[config.mk]
export PLATFORM = sky130hd
export DESIGN_NAME = hack_cpu_ctrl_flat
export DESIGN_NICKNAME = d
export VERILOG_FILES = /design/src/rtl/hack_cpu_ctrl_if.sv /design/src/rtl/hack_cpu_ctrl.sv /design/src/flat_wrapper.sv
export SDC_FILE = /design/constraint.sdc
export NUM_CORES = 1
export LEC_CHECK = 0
export ABC_AREA = 1
export ABC_CLOCK_PERIOD_IN_PS = 1630
export BUFFER_PORTS_ARGS = -buffer_cell sky130_fd_sc_hd__buf_2
export CAP_MARGIN = 30
export CORE_MARGIN = 3
export CORE_UTILIZATION = 51
export DETAILED_ROUTE_END_ITERATION = 10
export GPL_TIMING_DRIVEN = 0
export PLACE_DENSITY = 0.82
export SYNTH_ARGS = -nofsm -noshare
export SYNTH_HDL_FRONTEND = slang
export SYNTH_SLANG_ARGS = --single-unit
[constraint.sdc]
create_clock -name clk -period 1.63 [get_ports clk]
set_input_delay 0 -clock clk [delete_from_list [all_inputs] [get_ports clk]]
set_output_delay 0 -clock clk [all_outputs]
set_load 0.03 [all_outputs]
[src/rtl/hack_cpu_ctrl_if.sv]
// hack_cpu_ctrl_if: bus bundle between the Hack controller and its ROM, RAM and ALU.
// Carries the fetch handshake (instr, instr_valid, instr_req, pc), the RAM port
// (inM, inM_valid, outM, writeM, addressM) and the ALU link (alu_x, alu_y,
// zx..no, alu_out, zr, ng).
interface hack_cpu_ctrl_if #(parameter int N = 16, parameter int PCW = 15);
  logic [N-1:0]   instr;
  logic           instr_valid;
  logic           instr_req;
  logic [PCW-1:0] pc;
  logic [N-1:0]   inM;
  logic           inM_valid;
  logic [N-1:0]   outM;
  logic           writeM;
  logic [PCW-1:0] addressM;
  logic [N-1:0]   alu_x;
  logic [N-1:0]   alu_y;
  logic           zx, nx, zy, ny, f, no;
  logic [N-1:0]   alu_out;
  logic           zr;
  logic           ng;
  modport master (
    input  instr, instr_valid, inM, inM_valid, alu_out, zr, ng,
    output instr_req, pc, outM, writeM, addressM, alu_x, alu_y, zx, nx, zy, ny, f, no
  );
  modport slave (
    output instr, instr_valid, inM, inM_valid, alu_out, zr, ng,
    input  instr_req, pc, outM, writeM, addressM, alu_x, alu_y, zx, nx, zy, ny, f, no
  );
endinterface

[src/rtl/hack_cpu_ctrl.sv]
// hack_cpu_ctrl: Hack CPU sequencer (FETCH/MREAD/EXEC) holding A, D, IR, M latch and PC.
// Ports: clk, rst_n (async active-low), bus (master side of hack_cpu_ctrl_if:
// ROM fetch handshake, RAM read/write port, ALU operands/controls and result flags).
module hack_cpu_ctrl #(parameter int N = 16, parameter int PCW = 15) (
  input logic clk,
  input logic rst_n,
  hack_cpu_ctrl_if.master bus
);
  typedef enum logic [1:0] {FETCH, MREAD, EXEC} state_t;
  state_t state, state_nx;
  logic [N-1:0] a_reg, d_reg, m_lat, ir;
  logic [PCW-1:0] pc_reg, pc_nx;
  logic jump;
  always_ff @(posedge clk or negedge rst_n) begin
    if (!rst_n) begin
      state  <= FETCH;
      a_reg  <= '0;
      d_reg  <= '0;
      m_lat  <= '0;
      ir     <= '0;
      pc_reg <= '0;
    end else begin
      state <= state_nx;
      if (state == FETCH && bus.instr_valid) ir <= bus.instr;
      if (state == MREAD && bus.inM_valid) m_lat <= bus.inM;
      if (state == EXEC) begin
        if (!ir[15]) a_reg <= ir;
        else if (ir[5]) a_reg <= bus.alu_out;
        if (ir[15] && ir[4]) d_reg <= bus.alu_out;
        pc_reg <= pc_nx;
      end
    end
  end
  always_comb begin
    state_nx = FETCH;
    if (state == FETCH)
      state_nx = bus.instr_valid ? ((bus.instr[15] && bus.instr[12]) ? MREAD : EXEC) : FETCH;
    else if (state == MREAD)
      state_nx = bus.inM_valid ? EXEC : MREAD;
  end
  // pc_nx reads a_reg before the EXEC edge, so a same-cycle A write never affects the jump target
  always_comb begin
    jump  = ir[15] & ((ir[2] & bus.ng) | (ir[1] & bus.zr) | (ir[0] & ~bus.ng & ~bus.zr));
    pc_nx = jump ? a_reg[PCW-1:0] : pc_reg + 1'b1;
  end
  assign bus.instr_req = (state == FETCH);
  assign bus.pc        = pc_reg;
  assign bus.addressM  = a_reg[PCW-1:0];
  assign bus.outM      = bus.alu_out;
  assign bus.writeM    = (state == EXEC) & ir[15] & ir[3];
  assign bus.alu_x     = d_reg;
  assign bus.alu_y     = ir[12] ? m_lat : a_reg;
  assign {bus.zx, bus.nx, bus.zy, bus.ny, bus.f, bus.no} = ir[11:6];
endmodule

[src/flat_wrapper.sv]
// flat-port wrapper written by rule: the top's interface ports become plain ports
module hack_cpu_ctrl_flat 
#(parameter int N = 16, parameter int PCW = 15)
  (clk, rst_n, bus_instr, bus_instr_valid, bus_inM, bus_inM_valid, bus_alu_out, bus_zr, bus_ng, bus_instr_req, bus_pc, bus_outM, bus_writeM, bus_addressM, bus_alu_x, bus_alu_y, bus_zx, bus_nx, bus_zy, bus_ny, bus_f, bus_no);
  hack_cpu_ctrl_if #(.N(N), .PCW(PCW)) bus_i ();
  input logic clk;
  input logic rst_n;
  input wire logic [$bits(bus_i.instr)-1:0] bus_instr;
  input wire logic [$bits(bus_i.instr_valid)-1:0] bus_instr_valid;
  input wire logic [$bits(bus_i.inM)-1:0] bus_inM;
  input wire logic [$bits(bus_i.inM_valid)-1:0] bus_inM_valid;
  input wire logic [$bits(bus_i.alu_out)-1:0] bus_alu_out;
  input wire logic [$bits(bus_i.zr)-1:0] bus_zr;
  input wire logic [$bits(bus_i.ng)-1:0] bus_ng;
  output wire logic [$bits(bus_i.instr_req)-1:0] bus_instr_req;
  output wire logic [$bits(bus_i.pc)-1:0] bus_pc;
  output wire logic [$bits(bus_i.outM)-1:0] bus_outM;
  output wire logic [$bits(bus_i.writeM)-1:0] bus_writeM;
  output wire logic [$bits(bus_i.addressM)-1:0] bus_addressM;
  output wire logic [$bits(bus_i.alu_x)-1:0] bus_alu_x;
  output wire logic [$bits(bus_i.alu_y)-1:0] bus_alu_y;
  output wire logic [$bits(bus_i.zx)-1:0] bus_zx;
  output wire logic [$bits(bus_i.nx)-1:0] bus_nx;
  output wire logic [$bits(bus_i.zy)-1:0] bus_zy;
  output wire logic [$bits(bus_i.ny)-1:0] bus_ny;
  output wire logic [$bits(bus_i.f)-1:0] bus_f;
  output wire logic [$bits(bus_i.no)-1:0] bus_no;
  assign bus_i.instr = bus_instr;
  assign bus_i.instr_valid = bus_instr_valid;
  assign bus_i.inM = bus_inM;
  assign bus_i.inM_valid = bus_inM_valid;
  assign bus_i.alu_out = bus_alu_out;
  assign bus_i.zr = bus_zr;
  assign bus_i.ng = bus_ng;
  assign bus_instr_req = bus_i.instr_req;
  assign bus_pc = bus_i.pc;
  assign bus_outM = bus_i.outM;
  assign bus_writeM = bus_i.writeM;
  assign bus_addressM = bus_i.addressM;
  assign bus_alu_x = bus_i.alu_x;
  assign bus_alu_y = bus_i.alu_y;
  assign bus_zx = bus_i.zx;
  assign bus_nx = bus_i.nx;
  assign bus_zy = bus_i.zy;
  assign bus_ny = bus_i.ny;
  assign bus_f = bus_i.f;
  assign bus_no = bus_i.no;
  hack_cpu_ctrl #(.N(N), .PCW(PCW)) u_core (.clk(clk), .rst_n(rst_n), .bus(bus_i));
endmodule
==> run metrics <==
sequential cell area=about 0.002 mm²; Synth area leaders=dfrtp_1 (49%), nand2_1 (11%), mux2_2 (7.8%), o21ai_0 (6.6%), buf_4 (5.9%); Layout Skew=~6.7 ps; largest net degree at the start of global routing=42; crit-path cells=buf_6, buf_6, inv_1, nor3_2, buf_4; Post-layout nets=between 700 and 800; Routed Wire Length=about 13000 µm; cell accounting for the most synthesized area=dfrtp_1; via density per instance=between 5 and 6; FF-to-FF path depth=7; CTS sink cnt=81; H-tree depth=3; Die Y-Extent=96.5 µm; Post-synth EDFFs=0; Avg Cell Area, Syn=8.68 µm²; CTS Buf Count=9; Final Max Tran Viols=0; latest clock arrival within the worst-skew pair=350 ps; pwr dens=1790 mW/mm²; post-synth top area share=48.5%; total grt overflow=0; period utilization=between 90% and 100%; instance count on the critical path=5; Multi-input gate area=~0.0016 mm²; Final Hold Fails=0; crit-path max FO=10; WS Path Type=flop to primary output; most common cell in the netlist=nand2_1; Worst R2R End=u_core.a_reg[8]; Die Width=96.5 µm; fin worst setup slack=about 39 ps; # fillers=582; Post-DP HPWL=8940 µm; Synth cell types=28; Total Routing Usage GR=30.2%; status=finished, final reports clean; CP top delay family=buffers and inverters; leakage=3.05 nW; std cell rows=32; # port buffers=139; Layout area overhead=39.3%; setup TNS=0 ps; Placement Setup Slack=between 40 and 50 ps; critical path's most frequent cell=buf_6; Worst Setup End Kind=primary output; commonest cells in the netlist=nand2_1 (118), dfrtp_1 (81), o21ai_0 (55), inv_1 (51), nand3_1 (42); Most used DFF post-synth=dfrtp_1; Req. time, crit path=1630 ps; worst slew pin tran=531 ps; Core Region=0.00785 mm²; fmax=about 630 MHz; r2r startpoint=u_core.state[1]; #FFs+latches synth=81; Buffers & Inverters on Critical Path=4; Net Count, Synth=536; Ports=140; Mapped Area=0.00418 mm²; peak supply drop=946 µV; Async SR Flop Fraction=100%; Iter 0 DRT Violations=270; CP max-delay cell=dfrtp_1; vias in the first global route=4327; yosys warns=0; initial antenna violation count=1; ANT nets after route=0; clk buf depth=2; reg2reg setup slack=~70 ps; TritonCTS clock tree=built; clk slew on worst S/H paths=~80 ps; first-pass GRT wire length=21200 µm; Hold Path Class=input pin to asynchronous set/reset pin; sequential area share after synthesis=48.5%; Critical Path Max Stage Delay=about 380 ps; routed len/inst=between 15 and 20 µm; drc violations=0; Max Cap Viol=0; RD Place Congestion=about 0.9; Slew headroom=64.6%; CTS root buffer=clkbuf_8; min cycle time layout=1590 ps; layout cells sized above 1=a little over a third; Worst Path Arrival=1590 ps; final setup fails=0; vias=4226; die area=just over 0.009 mm²; fin util=74.1%; crit start category=flop; Mapped Cells=481; RSZ-0062 raised after global routing=true; initial core utilization=53.2%; DRT Pass-1 Iters=5
[report_power, final]
part / internal (mW) / switching (mW)
clock: 0.787 / 0.725
sequential: 2.85 / 0.665
combinational: 1.83 / 3.54
[worst max path at each step]
stage	from	end	slack, ps
final	u_core.ir[15]	bus_writeM	40
after global routing	u_core.bus.pc[1]	u_core.bus.pc[12]	-20
after CTS	u_core.ir[15]	bus_writeM	1
after detailed placement	u_core.bus.pc[0]	u_core.bus.pc[12]	50
after global placement	rst_n	u_core.m_lat[12]	-10
after floorplan	u_core.state[0]	bus_writeM	50
[worst reg2reg max path: stages (launching register included)]
cell and delay (ps):
dfrtp_1 390, inv_1 160, nor2_4 70, inv_2 280, a21oi_4 80, buf_6 160
o211ai_1 150, o21ai_0 140
[logic make-up after synthesis]
family,share of synthesized area (%)
buffers and inverters,13.1
multiplexers,8.45
XOR/XNOR,0.210
flip-flops,48.5
AO/OA/AOI/OAI,10.1
adder cells (fa/ha/maj),0.300
AND/OR/NAND/NOR,19.3
[per-stage QoR]
stage	power (mW)	instance area, µm²	cells	hold slack [ps]
6_report	10.4	5820	794	163
5_1_grt	11.1	5820	794	212
4_1_cts	10.3	5770	791	185
3_5_place_dp	8.64	5020	723	19.4
3_3_place_gp	8.46	5000	722	232
2_1_floorplan	7.04	4180	481	-296
[final cells by class]
class	instances	share of cell area, %
Tap cell	102	2.19
Sequential cell	81	34.9
Antenna cell	1	0.0430
Clock inverter	5	0.925
Clock buffer	11	2.60
Timing Repair Buffer	195	21.7
Multi-Input combinational cell	296	28.0
Inverter	52	3.36
Buffer	51	6.28
[placed cells by master (no fill, tap or decap), drive strengths merged, types with 2 or more instances in the layout]
master	Yosys	layout
dfrtp	81	81
clkbuf	7	17
nand3b	2	2
nand2	118	118
buf	45	188
nor2	19	19
mux2	31	31
o21ai	55	55
nand4	3	3
a21oi	5	5
inv	52	52
dlygate4sd3	0	52
o211ai	14	14
clkinv	0	4
nand3	44	44
[per-layer routing]
| layer | share of wire, % | global-route usage [%] |
|---|---|---|
| met5 | 0 | 0 |
| met3 | 6.9 | 5.58 |
| met4 | 4.1 | 15.9 |
| met2 | 52 | 53.5 |
| met1 | 37 | 34.6 |
[what timing repair did]
item,4_1_cts,5_1_grt
endpoints found under the setup margin,5,38
setup buffers,1,2
cloned,0,0
hold buffers,52,0
pin swaps,1,1
resized for setup,7,18
endpoints found under the hold margin,92,0
Note: power is estimated with default switching activity, not from simulation.
